==> src/rtl/ctrl_pool_wb.sv <==
// Pool-stage write-back controller: raster pixels -> output buffer addresses, done/err reporting.
// Write has 1-cycle registered latency. No backpressure. Optional macro: CTRL_POOL_WB_PITCH_EN.
module ctrl_pool_wb #(
  parameter int LWIDTH = 10,
  parameter int DWIDTH = 16,
  parameter int AWIDTH = 12
) (
  input  logic              clk,
  input  logic              xrst,
  input  logic              in_begin,
  input  logic              in_valid,
  input  logic              in_end,
  input  logic [DWIDTH-1:0] in_data,
  input  logic [LWIDTH-1:0] out_size,
  input  logic [AWIDTH-1:0] base_addr,
  input  logic [LWIDTH-1:0] out_pitch,
  output logic              mem_we,
  output logic [AWIDTH-1:0] mem_addr,
  output logic [DWIDTH-1:0] mem_wdata,
  output logic              busy,
  output logic              done,
  output logic              err
);

  typedef enum logic {S_WAIT, S_ACTIVE} state_t;

  localparam int CWIDTH = 2 * LWIDTH;
  localparam logic [CWIDTH-1:0] CNT_ONE = CWIDTH'(1);
  localparam logic [LWIDTH-1:0] X_ONE   = LWIDTH'(1);

  state_t              r_state, w_state_nxt;
  logic [LWIDTH-1:0]   r_n;
  logic [LWIDTH-1:0]   r_x;
  logic [AWIDTH-1:0]   r_row_base;
  logic [CWIDTH-1:0]   r_cnt;
  logic                r_we;
  logic [AWIDTH-1:0]   r_addr;
  logic [DWIDTH-1:0]   r_wdata;
  logic                r_done;
  logic                r_err;

  logic                w_start;
  logic                w_accept;
  logic                w_ovf;
  logic                w_finish;
  logic [CWIDTH-1:0]   w_nn;
  logic                w_count_ok;
  logic [AWIDTH-1:0]   w_stride;

`ifdef CTRL_POOL_WB_PITCH_EN
  logic [LWIDTH-1:0]   r_pitch;
  always_ff @(posedge clk) begin
    if (xrst) begin
      r_pitch <= '0;
    end else if (w_start) begin
      r_pitch <= out_pitch;
    end
  end
  assign w_stride = AWIDTH'(r_pitch);
`else
  logic w_unused_pitch;
  assign w_unused_pitch = ^out_pitch;
  assign w_stride       = AWIDTH'(r_n);
`endif

  assign w_nn = {{LWIDTH{1'b0}}, r_n} * {{LWIDTH{1'b0}}, r_n};

  // A coincident final pixel counts toward the frame total checked at in_end.
  assign w_count_ok = w_accept ? ((r_cnt + CNT_ONE) == w_nn) : (r_cnt == w_nn);

  always_ff @(posedge clk) begin
    if (xrst) begin
      r_state <= S_WAIT;
    end else begin
      r_state <= w_state_nxt;
    end
  end

  always_comb begin
    w_state_nxt = r_state;
    w_start     = 1'b0;
    w_accept    = 1'b0;
    w_ovf       = 1'b0;
    w_finish    = 1'b0;
    case (r_state)
      S_WAIT: begin
        if (in_begin) begin
          w_start     = 1'b1;
          w_state_nxt = S_ACTIVE;
        end
      end
      S_ACTIVE: begin
        if (in_valid) begin
          if (r_cnt < w_nn) begin
            w_accept = 1'b1;
          end else begin
            w_ovf = 1'b1;
          end
        end
        if (in_end) begin
          w_finish    = 1'b1;
          w_state_nxt = S_WAIT;
        end
      end
      default: w_state_nxt = S_WAIT;
    endcase
  end

  always_ff @(posedge clk) begin
    if (xrst) begin
      r_n        <= '0;
      r_x        <= '0;
      r_row_base <= '0;
      r_cnt      <= '0;
      r_we       <= 1'b0;
      r_addr     <= '0;
      r_wdata    <= '0;
      r_done     <= 1'b0;
      r_err      <= 1'b0;
    end else begin
      r_we   <= w_accept;
      r_done <= w_finish;
      if (w_start) begin
        r_n        <= out_size;
        r_x        <= '0;
        r_row_base <= base_addr;
        r_cnt      <= '0;
        r_err      <= 1'b0;
      end
      if (w_accept) begin
        r_addr  <= r_row_base + AWIDTH'(r_x);
        r_wdata <= in_data;
        r_cnt   <= r_cnt + CNT_ONE;
        if (r_x == r_n - X_ONE) begin
          r_x        <= '0;
          r_row_base <= r_row_base + w_stride;
        end else begin
          r_x <= r_x + X_ONE;
        end
      end
      if (w_ovf || (w_finish && !w_count_ok)) begin
        r_err <= 1'b1;
      end
    end
  end

  assign mem_we    = r_we;
  assign mem_addr  = r_addr;
  assign mem_wdata = r_wdata;
  assign busy      = (r_state == S_ACTIVE);
  assign done      = r_done;
  assign err       = r_err;

endmodule

==> config.mk <==
export PLATFORM = sky130hd
export DESIGN_NAME = ctrl_pool_wb
export DESIGN_NICKNAME = d
export VERILOG_FILES = /design/src/rtl/ctrl_pool_wb.sv
export SDC_FILE = /design/constraint.sdc
export NUM_CORES = 1
export LEC_CHECK = 0
export CAP_MARGIN = 20
export CORE_MARGIN = 1.5
export CORE_UTILIZATION = 50
export CTS_BUF_LIST = sky130_fd_sc_hd__clkbuf_4 sky130_fd_sc_hd__clkbuf_8
export DETAILED_ROUTE_END_ITERATION = 10
export PLACE_DENSITY = 0.74
export SLEW_MARGIN = 10
export SYNTH_ARGS = -nofsm -noshare
export SYNTH_HDL_FRONTEND = slang
export SYNTH_SLANG_ARGS = --single-unit
==> constraint.sdc <==
create_clock -name clk -period 20.1 [get_ports clk]
set_clock_uncertainty 0.2 [all_clocks]
set_input_delay 3.015 -clock clk [delete_from_list [all_inputs] [get_ports clk]]
set_output_delay 3.015 -clock clk [all_outputs]
set_load 0.005 [all_outputs]
=== After elaboration in Yosys (flattened, before gate mapping) ===
Index checks and enable logic that the tools add are counted.

* Add/subtract/negate cells: 5
* $mul: 1
* $lt $le $gt $ge: 1
* Eq/ne operators: 3
* Multiplexer cells: 23
* Bitwise logic cells: 1
* Reduce and logical (&&, ||, !) cells: 5

{| class="wikitable"
|+ Operators with widths
! cell !! number
|-
| $eq A20 B20 Y1 || 2
|-
| $mux W20 || 2
|-
| $mux W12 || 3
|-
| $mux W10 || 3
|-
| $add A12 B10 Y12 || 2
|-
| $add A20 B1 Y20 const B || 1
|-
| $lt A20 B20 Y1 || 1
|-
| $mul A10 B10 Y20 || 1
|-
| $mux W1 || 14
|-
| $add A10 B1 Y10 const B || 1
|-
| $eq A10 B10 Y1 || 1
|-
| $sub A10 B1 Y10 const B || 1
|-
| $reduce_bool A2 Y1 || 2
|-
| $pmux W1 S2 || 1
|-
| $logic_and A1 B1 Y1 || 1
|-
| $logic_not A1 Y1 || 1
|-
| $logic_or A1 B1 Y1 || 1
|-
| $not A1 Y1 || 1
|}

* Register bits: 84
* Input port bits: 53
* Output and inout port bits: 32
* Word-level logic and storage cells: 49

=== Longest topological paths before layout ===
Gate-level depths: netlist of run 1.

* Depth after elaboration: 10
* Depth in mapped cells: 33
* Gate-level depth less buffers: 29

=== Worst setup path after synthesis of run 1 ===
No wires, ideal clock.

* Path type: reg-to-reg
* Start point: register r_n[0]
* End point: register r_err, in the netlist err
* Library setup time: 125 ps
* Data arrival time: 7292 ps
* Data required time: 19775 ps
* Setup slack: 12483 ps
* Stages on the path, launching flop included: 29
* Buffers on the path: 1
* Clock period less this slack: 7617 ps
* Cells stage by stage: dfxtp_1 clkbuf_1 nand2_1 fa_1 fa_1 inv_1 fa_1 fa_1 inv_1 fa_1 inv_1 ha_1 a21o_1 a31o_2 a41oi_2 nand3_1 a21oi_2 o21ai_0 xnor2_1 ha_1 and3_1 nand4_1 nor4_1 a221oi_1 nand4_1 nor3b_2 nand4_1 or4_1 o41a_1

* Word-level cells in the longest chain between the ends: 10
* Elaborated cells on any way between the ends: 16
* Those cells by class: 1 x mul; 1 x order compare; 2 x eq/ne; 8 x mux; 4 x reduce/logical

{| class="wikitable"
|+ Ends and longest elaborated chain
! item !! RTL line !! text
|-
| start, declared || 32 || <nowiki>logic [LWIDTH-1:0] r_n;</nowiki>
|-
| start signal, assigned || 124 || <nowiki>r_n <= out_size;</nowiki>
|-
| $mul A10 B10 Y20 * || 66 || <nowiki>assign w_nn = {{LWIDTH{1'b0}}, r_n} * {{LWIDTH{1'b0}}, r_n};</nowiki>
|-
| $lt A20 B20 Y1 || 94 || <nowiki>if (r_cnt < w_nn) begin</nowiki>
|-
| $mux W1 || 94 ||
|-
| $mux W1 || 93 || <nowiki>if (in_valid) begin</nowiki>
|-
| $mux W1 || 85 || <nowiki>case (r_state)</nowiki>
|-
| $mux W1 || 69 || <nowiki>assign w_count_ok = w_accept ? ((r_cnt + CNT_ONE) == w_nn) : (r_cnt == w_nn);</nowiki>
|-
| $logic_not A1 Y1 || 141 || <nowiki>if (w_ovf || (w_finish && !w_count_ok)) begin</nowiki>
|-
| $logic_and A1 B1 Y1 || 141 ||
|-
| $logic_or A1 B1 Y1 * || 141 ||
|-
| $mux W1 / $reduce_bool A2 Y1 (equally long branches) || n/a ||
|-
| end signal, assigned || 119 || <nowiki>r_err <= 1'b0;</nowiki>
|-
| end signal, assigned || 128 || <nowiki>r_err <= 1'b0;</nowiki>
|-
| end signal, assigned || 142 || <nowiki>r_err <= 1'b1;</nowiki>
|-
| end, declared || 40 || <nowiki>logic r_err;</nowiki>
|}

Every way passes the cells marked *; elsewhere a longest branch is shown, timed or not.
A chain may end at the register's enable or synchronous reset.

=== Worst setup path after layout of run 1 ===
* Start point: register r_n[9]
* End point: register r_row_base[10]

* Word-level cells in the longest chain between the ends: 6
* Elaborated cells on any way between the ends: 10
* Those cells by class: 2 x add/sub; 1 x mul; 1 x order compare; 1 x eq/ne; 5 x mux

{| class="wikitable"
|+ Ends and longest elaborated chain
! item !! RTL line !! text
|-
| $mul A10 B10 Y20 || 66 ||
|-
| $lt A20 B20 Y1 || 94 ||
|-
| $mux W1 || 94 ||
|-
| $mux W1 || 93 ||
|-
| $mux W1 || 85 ||
|-
| $mux W12 * || 130 || <nowiki>if (w_accept) begin</nowiki>
|-
| end signal, assigned || 126 || <nowiki>r_row_base <= base_addr;</nowiki>
|-
| end signal, assigned || 136 || <nowiki>r_row_base <= r_row_base + w_stride;</nowiki>
|-
| end, declared || 34 || <nowiki>logic [AWIDTH-1:0] r_row_base;</nowiki>
|}

Marked as above.

==> metrics.md, run 1 <==
| Metric | Value |
|---|---|
| Top FF cell, synth | `dfxtp_1` |
| Commonest cells in the netlist | `nand2_1, ha_1, a21oi_1` |
| Largest family of logic cells by synthesized area | `adder cells` |
| WS Path Type | `reg -> reg` |
| Slowest CP cell | `dfxtp_1` |
| Row cnt | `46` |
| Post-cts hold buffer count | `0` |
| XOR/XNOR Fraction of Synth Area | `9.900%` |
| Most used cell, CP | `fa_1` |
| Post-Synth Simple-Gate Area | `20.43%` |
| Largest net degree at the start of global routing | `85` |
| Most frequent cell after synthesis | `nand2_1` |
| CP Max Fanout | `63` |
| Setup slack at placement | `10610 ps` |
| Sequential fraction of the synthesis area | `20.28%` |
| Global-route wire length before repair | `32410 µm` |
| Critical Path RT | `20140 ps` |
| TNS Setup | `0 ps` |
| Fin crit period | `9581 ps` |
| ANT nets after route | `0` |
| Clk sinks | `84` |
| Mean post-synth cell area | `8.290 µm²` |
| Post-Route WL | `18800 µm` |
| Delay of the slowest critical-path stage | `790 ps` |
| Final setup violation count | `0` |
| Initial antenna violation count | `0` |
| WP data arrival | `9620 ps` |
| Clock-pin transition on the worst setup and hold timing paths | `100 ps` |
| DR vias/cell | `5.456` |
| LEAKAGE | `4.211 nW` |
| Syn. warnings | `0` |
| Post-detail-place hpwl | `14040 µm` |
| H-tree depth | `3` |
| GR Util All Layers | `22.59%` |
| Number of gates resized after cts | `0` |
| Hold crit path type | `reg -> reg` |
| Area of the die | `17360 µm²` |
| Post-synthesis mux area share | `0.9508%` |
| Final WS setup | `10520 ps` |
| Post-CTS Setup Bufs | `0` |
| Final Hold Fails | `0` |
| Max Cap Viol | `0` |
| Outcome | `completed` |
| Cell count after synthesis | `1000` |
| WL/cell | `14.88 µm` |
| Crit share post-route | `47.66%` |
| Yosys top cell area share | `20.28%` |
| Number of CTS-inserted buffers | `9` |
| Post-Syn Area | `8290 µm²` |
| Slew margin rel. | `38.01%` |
| Share of post-route cells with drive strength above 1 | `6.202%` |
| Max Fclk | `104.4 MHz` |
| Slew @ Worst Pin | `929.9 ps` |
| Worst skew pair latency | `380 ps` |
| Asr flop ratio synth | `0%` |
| Syn nets | `1195` |
| Starting density of the core | `51.63%` |
| DRT iter0 DRCs | `409` |
| CTS root buf | `clkbuf_8` |
| Number of port buffers | `74` |
| Inserted Diodes | `0` |
| Top cells by area, synth | `dfxtp_1, ha_1, fa_1` |
| Final-report max-slew violation count | `0` |
| Post-synth EDFFs | `0` |
| Vias | `6897` |
| Yosys top cell by area | `dfxtp_1` |
| Post-layout net count | `1238` |
| Adder-Cell Fraction of Synth Area | `25.87%` |
| Post-synthesis compound-gate area fraction | `16.30%` |
| Total grt overflow | `0` |
| CTS tree | `yes` |
| Die Y | `131.8 µm` |
| Die W | `131.8 µm` |
| Clock Tree Buf Depth | `2` |
| Crit path launch type | `flop` |
| GP Congestion | `0.8907` |
| Core Area | `16060 µm²` |
| P per Cell Area | `43.90 nW/µm²` |
| Flops & latches, synth | `84` |
| Worst setup EP type | `flop` |
| Drt first pass iters | `5` |
| Peak supply drop | `54.14 µV` |
| Area grow syn2layout | `12.63%` |
| I/O pins | `85` |
| Synth unique cells | `84` |
| Number of remaining DRC errors | `0` |
| Vias in the first global route | `6658` |
| Unrepaired setup endpoints after global routing | `no` |
[through the flow]
step                util, %  hold WS (ps)  area (µm²)  power, mW  std cells
floorplan                 -         248.2        8290     0.2590       1000
global placement      56.84         239.3        9128     0.2914       1246
detailed placement    56.84         246.2        9128     0.2925       1246
CTS                   58.03         259.5        9319     0.4142       1262
global route          58.15         281.2        9338     0.4353       1264
finish                58.15         258.5        9338     0.4099       1264
[metal layers]
metal / track usage, % / routed length, µm / up-vias
met4: 4.198 / 192 / 0
met2: 33.80 / 7835 / 162
met3: 5.921 / 1276 / 15
met1: 32.96 / 9500 / 3224
li1: - / - / 3496
met5: 0 / 0 / -
[cell families (layout without fill, tap and decap cells)]
family,Yosys count,count (layout)
multiplexers,7,7
AND/OR/NAND/NOR,343,343
buffers and inverters,132,180
XOR/XNOR,86,86
AO/OA/AOI/OAI,206,206
adder cells (fa/ha/maj),142,142
flip-flops,84,84
[worst max-delay path: cells and delay by family, from the launching register on]
| kind | cells | cell delay (ps) |
|---|---|---|
| flops | 1 | 790 |
| xor+xnor | 1 | 340 |
| compound gates | 7 | 1400 |
| mux | 1 | 360 |
| simple gates | 8 | 2310 |
| buf+inv | 4 | 730 |
| fa+ha+maj | 7 | 3250 |
[report_power, final]
part | total, mW | internal, mW | switching, mW | leakage [nW]
Clock | 0.120 | 0.0479 | 0.0721 | 0.0940
Sequential | 0.183 | 0.172 | 0.0106 | 0.682
Combinational | 0.107 | 0.0497 | 0.0575 | 3.44
Total | 0.410 | 0.270 | 0.140 | 4.21
[layout make-up]
cell class	instances	area, µm²
tap	216	270.3
fill	1448	6720
sequential	84	1682
multi-input combinational	784	6095
inverter	84	315.3
timing repair buffer	80	784.5
clock buffer	9	123.9
clock inverter	7	67.56
[cell usage in the layout (no fill, tap or decap), drive strengths merged, types with 16 or more instances in the layout]
master,instances
nand2,136
ha,93
a21oi,89
inv,88
dfxtp,84
clkdlybuf4s50,73
nor2,65
xnor2,54
fa,49
o21ai,34
xor2,30
and2,27
and3,18
a311oi,16
[sequential cells by signal (all words and copies together) (netlist names)]
signal      flops
r_x            10
r_cnt          20
r_n            10
r_row_base     12
done            1
err             1
busy            1
mem_we          1
mem_wdata      16
mem_addr       12
[final timing paths]
kind | from | end | slack (ps) | depth (start not counted)
max | r_n[9] | r_row_base[10] | 10520 | 28
min | mem_wdata[8] | mem_wdata[8] | 260 | 2
max reg2reg | r_n[9] | r_row_base[10] | 10520 | 28
min reg2reg | mem_wdata[8] | mem_wdata[8] | 260 | 2
(Power assumes the default switching activity.)
==> run 2, diff against run 1 <==
--- a/config.mk
+++ b/config.mk
@@ -10,7 +10,7 @@
 export CORE_UTILIZATION = 50
 export CTS_BUF_LIST = sky130_fd_sc_hd__clkbuf_4 sky130_fd_sc_hd__clkbuf_8
 export DETAILED_ROUTE_END_ITERATION = 10
-export PLACE_DENSITY = 0.74
+export PLACE_DENSITY = 0.76
 export SLEW_MARGIN = 10
 export SYNTH_ARGS = -nofsm -noshare
 export SYNTH_HDL_FRONTEND = slang
==> constraint.sdc (replaced) <==
create_clock -name clk -period 8.37 [get_ports clk]
set_clock_uncertainty 0.2 [all_clocks]
set_input_delay 1.2555 -clock clk [delete_from_list [all_inputs] [get_ports clk]]
set_output_delay 1.2555 -clock clk [all_outputs]
set_load 0.005 [all_outputs]
==> run 2 against run 1 <==
  * Final cell count up 1.3%
  * Core utilization up 0.82 points
  * Via count up 1.8%
  * Wire length up 4.1%
  * Worst setup slack worse by 10000 ps
  * Global-route usage up 0.42 points
  * Power up 140%
  * First-iteration DRC count up 15%
  * Register-to-register slack worse by 10000 ps
==> metrics.md, run 2 (synthesis gave the netlist of run 1 again) <==
| Metric | Value |
|---|---|
| Final WS setup | `329.3 ps` |
| WP data arrival | `8120 ps` |
| Hold Path Depth | `2` |
| Clock Tree Buf Depth | `2` |
| R2r endpoint | `err` |
| WL/cell | `15.28 µm` |
| Hold crit path type | `reg -> reg` |
| Worst skew pair latency | `380 ps` |
| Core Area | `16060 µm²` |
| Vias | `7023` |
| Clk sinks | `84` |
| Final Hold Slack | `253.1 ps` |
| Total Power | `0.9820 mW` |
| FF-to-FF setup slack | `330 ps` |
| Share of post-route cells with drive strength above 1 | `7.700%` |
| Final-report max-slew violation count | `0` |
| CP Max Fanout | `11` |
| Area of the die | `17360 µm²` |
| Starting density of the core | `51.63%` |
| Number of CTS-inserted buffers | `9` |
| Hold Path Origin | `mem_addr[8]` |
| Commonest non-fill, non-tap cells in the layout | `nand2_1, ha_1, a21oi_1` |
| Largest Register | `r_cnt` |
| GR Util All Layers | `23.01%` |
| Crit path from | `r_n[1]` |
| Row cnt | `46` |
| LEAKAGE | `4.303 nW` |
| Peak supply drop | `129.7 µV` |
| Final setup violation count | `0` |
| Post-cts hold buffer count | `0` |
| Most used cell, CP | `fa_1` |
| Clock-pin transition on the worst setup and hold timing paths | `90 ps` |
| Die W | `131.8 µm` |
| DRT iter0 DRCs | `470` |
| Worst reg2reg path depth | `29` |
| Largest register FFs | `20` |
| Slew margin rel. | `37.43%` |
| Commonest non-fill, non-tap cell in the layout | `nand2_1` |
| Fin crit period | `8041 ps` |
| Critical Path RT | `8450 ps` |
| Post-Route WL | `19570 µm` |
| Delay of the slowest critical-path stage | `540 ps` |
| Slowest CP cell | `fa_1` |
| Number of gates resized after cts | `0` |
| CTS tree | `yes` |
| Inserted Diodes | `0` |
| DR vias/cell | `5.482` |
| P per Cell Area | `103.7 nW/µm²` |
| Number of remaining DRC errors | `0` |
| Final Hold Fails | `0` |
| Total grt overflow | `0` |
| Slew @ Worst Pin | `938.5 ps` |
| Area grow syn2layout | `14.22%` |
| Global-route wire length before repair | `32800 µm` |
| Worst setup EP type | `flop` |
| Post-detail-place hpwl | `14880 µm` |
| I/O pins | `85` |
| Vias in the first global route | `6715` |
| Crit path launch type | `flop` |
| Setup slack at placement | `280.3 ps` |
| ANT nets after route | `0` |
| R2R Path Start | `r_n[1]` |
| # fillers | `1416` |
| Drt first pass iters | `5` |
| Max Cap Viol | `0` |
| H-tree depth | `3` |
| Number of port buffers | `74` |
| Post-layout net count | `1257` |
| Max Fclk | `124.4 MHz` |
| CTS root buf | `clkbuf_8` |
| Largest net degree at the start of global routing | `85` |
| Die Y | `131.8 µm` |
| Crit share post-route | `96.07%` |
| Initial antenna violation count | `0` |
| Crit path capture | `err` |
| Outcome | `completed` |
| WS Path Type | `reg -> reg` |
| GP Congestion | `0.9039` |
[run 2: cell count changes in the layout (fill, tap and decap cells not counted)]
cell	change
buf_12	+1
buf_4	+18
buf_6	-1
buf_8	+1
clkbuf_8	+1
clkinv_2	+2
clkinv_4	-1
clkinv_8	-1
inv_6	-3
[run 2: through the flow]
step | util (%) | setup TNS, ps | instances | instance area (µm²)
CTS | 58.83 | 0 | 1279 | 9447
floorplan | - | 0 | 1000 | 8290
global placement | 57.81 | 0 | 1265 | 9283
finish | 58.97 | 0 | 1281 | 9469
global route | 58.97 | -181.1 | 1281 | 9469
detailed placement | 57.81 | 0 | 1265 | 9283
[run 2: final cells by class]
cell class	count	area, µm²	area share, %
multi-input cells	784	6095	64.36
flip-flops and latches	84	1682	17.76
repair buffers	99	943.4	9.963
inverters	84	315.3	3.330
well taps	216	270.3	2.854
clock buffers	10	137.6	1.453
clock inverters	4	26.28	0.2775
[run 2: report_power, final]
| part | switching, mW | total [mW] | leakage [nW] | internal, mW |
|---|---|---|---|---|
| clock network | 0.160 | 0.272 | 0.0844 | 0.113 |
| logic | 0.153 | 0.281 | 3.54 | 0.128 |
| registers | 0.0150 | 0.428 | 0.682 | 0.413 |
| total | 0.328 | 0.982 | 4.30 | 0.654 |
[run 2: how the worst min path moves through the flow]
stage                        end  slack [ps]
floorplan            mem_addr[2]         250
finish               mem_addr[8]         250
CTS                  mem_addr[8]         260
detailed placement   mem_addr[8]         250
global route        mem_wdata[1]         280
global placement     mem_addr[2]         240
[run 2: routing by layer]
metal | share of wire [%] | track usage [%] | up-vias
li1 | - | - | 3525
met1 | 49 | 32.96 | 3271
met2 | 43 | 33.83 | 202
met3 | 7.1 | 6.382 | 25
met4 | 1.7 | 6.543 | 0
met5 | 0 | 0 | -
[run 2: what timing repair did]
action / in CTS / in global routing
endpoints found under the setup margin: 0 / 11
endpoints found under the hold margin: 0 / 0
buffers inserted: 0 / 1
[run 2: critical path, delay by kind of cell (launching register included)]
family / cells / cell delay, ps
compound gates: 6 / 1430
xor+xnor: 1 / 320
fa+ha+maj: 7 / 3070
buf+inv: 5 / 680
flops: 1 / 390
simple gates: 10 / 1850
==> run 3, diff against run 2 <==
--- a/config.mk
+++ b/config.mk
@@ -6,11 +6,11 @@
 export NUM_CORES = 1
 export LEC_CHECK = 0
 export CAP_MARGIN = 20
-export CORE_MARGIN = 1.5
-export CORE_UTILIZATION = 50
+export CORE_MARGIN = 2
+export CORE_UTILIZATION = 54
 export CTS_BUF_LIST = sky130_fd_sc_hd__clkbuf_4 sky130_fd_sc_hd__clkbuf_8
 export DETAILED_ROUTE_END_ITERATION = 10
-export PLACE_DENSITY = 0.76
+export PLACE_DENSITY = 0.81
 export SLEW_MARGIN = 10
 export SYNTH_ARGS = -nofsm -noshare
 export SYNTH_HDL_FRONTEND = slang
==> run 3 against run 2 <==
  * Final area up 0.98%
  * Non-clock buffer count up 1
  * Power up 12%
  * Worst setup slack better by 180 ps
  * Sequential cell count unchanged
  * Register-to-register slack better by 180 ps
  * Maximum frequency up 2.3%
  * Worst hold slack better by 3.8 ps
  * Die area down 5.8%
  * Global-route usage up 2.0 points
  * Wire length up 1.9%
==> metrics.md, run 3 (synthesis gave the netlist of run 1 again) <==
| Metric | Value |
|---|---|
| Outcome | `completed` |
| CTS tree | `yes` |
| FF-to-FF setup slack | `510 ps` |
| Core Area | `15090 µm²` |
| Drt first pass iters | `5` |
| Largest Register | `r_cnt` |
| Row cnt | `45` |
| Inserted Diodes | `0` |
| Commonest non-fill, non-tap cell in the layout | `nand2_1` |
| I/O pins | `85` |
| Hold crit path type | `reg -> reg` |
| Crit path buf inv count | `4` |
| Worst setup EP type | `flop` |
| Critical Path RT | `8450 ps` |
| Number of CTS-inserted buffers | `9` |
| WS Path Type | `reg -> reg` |
| Share of post-route cells with drive strength above 1 | `8.521%` |
| Clock-pin transition on the worst setup and hold timing paths | `110 ps` |
| Post-route cell area | `9562 µm²` |
| Vias in the first global route | `7023` |
| DRT iter0 DRCs | `500` |
| Global-route wire length before repair | `33350 µm` |
| Clock Tree Buf Depth | `2` |
| Sw Share | `31.33%` |
| Max Cap Viol | `0` |
| Register share of total power | `39.1%` |
| Worst skew pair latency | `380 ps` |
| Largest net degree at the start of global routing | `85` |
| Initial antenna violation count | `0` |
| Number of remaining DRC errors | `0` |
| Unrepaired setup endpoints after global routing | `no` |
| ANT nets after route | `0` |
| Delay of the slowest critical-path stage | `550 ps` |
| Hold Path Origin | `mem_wdata[5]` |
| Clk sinks | `84` |
| Setup slack at placement | `265.7 ps` |
| Peak supply drop | `129.5 µV` |
| Largest register FFs | `20` |
| Fin crit period | `7863 ps` |
| P per Cell Area | `114.5 nW/µm²` |
| Die W | `127.9 µm` |
| Final-report max-slew violation count | `0` |
| Post-cts hold buffer count | `0` |
| CP Max Fanout | `14` |
| Post-detail-place hpwl | `15150 µm` |
| Crit path launch type | `flop` |
| Switching power | `0.3431 mW` |
| Final setup violation count | `0` |
| WL/cell | `15.88 µm` |
| Hold Path Depth | `2` |
| Die Y | `127.9 µm` |
| Internal | `0.7519 mW` |
| Vias | `7188` |
| CTS root buf | `clkbuf_8` |
| Commonest non-fill, non-tap cells in the layout | `nand2_1, ha_1, a21oi_1` |
| Starting density of the core | `54.94%` |
| H-tree depth | `3` |
| Crit path from | `r_n[1]` |
| TNS Setup | `0 ps` |
| Final Hold Fails | `0` |
| Comb power frac | `25.9%` |
| Final WS setup | `506.7 ps` |
| Slowest CP cell | `fa_1` |
| Clock power share | `35.0%` |
| R2r endpoint | `err` |
| Total grt overflow | `0` |
| Crit share post-route | `93.95%` |
| WP data arrival | `7950 ps` |
| R2R Path Start | `r_n[1]` |
| LEAKAGE | `4.356 nW` |
| Slew margin rel. | `37.82%` |
| Final Hold Slack | `256.9 ps` |
| Max Fclk | `127.2 MHz` |
| Number of port buffers | `74` |
| Area grow syn2layout | `15.33%` |
| # fillers | `1269` |
| Post-layout net count | `1258` |
| Worst reg2reg path depth | `28` |
| Post-Route WL | `19940 µm` |
| Most used cell, CP | `fa_1` |
| Hold path endpoint | `mem_wdata[5]` |
| GR Util All Layers | `24.96%` |
| Cell family with most CP delay | `adder cells` |
| Area of the die | `16360 µm²` |
| DP Area | `9243 µm²` |
| GP Congestion | `0.8814` |
| DR vias/cell | `5.723` |
| Slew @ Worst Pin | `932.7 ps` |
[run 3: cell type report]
| cell class | count | area (µm²) | area share [%] |
|---|---|---|---|
| multi-input combinational | 784 | 6130 | 64.11 |
| sequential | 84 | 1683 | 17.60 |
| timing repair buffer | 100 | 942.2 | 9.853 |
| inverter | 84 | 315.3 | 3.298 |
| tap | 188 | 235.2 | 2.460 |
| clock buffer | 10 | 137.6 | 1.439 |
| clock inverter | 6 | 118.9 | 1.243 |
[run 3: timing repair]
action,CTS,global route
setup endpoints to repair,0,20
buffers inserted,0,1
gates resized for setup,0,8
[run 3: power by group through the flow]
| stage | registers [mW] | clock network, mW | logic, mW |
|---|---|---|---|
| floorplan | 0.434 | 0 | 0.188 |
| global placement | 0.437 | 0 | 0.269 |
| CTS | 0.428 | 0.387 | 0.279 |
| global route | 0.430 | 0.401 | 0.316 |
| finish | 0.429 | 0.383 | 0.283 |
| detailed placement | 0.437 | 0 | 0.276 |
[run 3: per-layer routing]
metal / up-vias / global-route usage (%) / part of all wire (%)
li1: 3520 / - / -
met1: 3453 / 34.96 / 47
met2: 189 / 39.13 / 44
met3: 26 / 5.509 / 6.7
met4: 0 / 6.658 / 1.6
met5: - / 0 / 0
[run 3: worst max path at each step]
stage	end	slack (ps)	cells after the start
after floorplan	err	750	28
after global placement	r_row_base[2]	420	29
after detailed placement	r_row_base[2]	270	29
after CTS	r_row_base[2]	200	29
after global routing	r_row_base[2]	110	30
final	err	510	28
[run 3: per-stage QoR]
step	std cells	util (%)	total power, mW
after CTS	1254	62.95	1.094
final	1256	63.37	1.095
after detailed placement	1238	61.25	0.7127
after global routing	1256	63.37	1.147
after global placement	1238	61.25	0.7052
after floorplan	1000	-	0.6219
[run 3: worst register-to-register path, delay by kind of cell, from the launching register on]
family,cells,cell delay (ps)
buf+inv,4,390
compound gates,7,1540
simple gates,9,1610
fa+ha+maj,7,3330
flops,1,430
xor+xnor,1,260
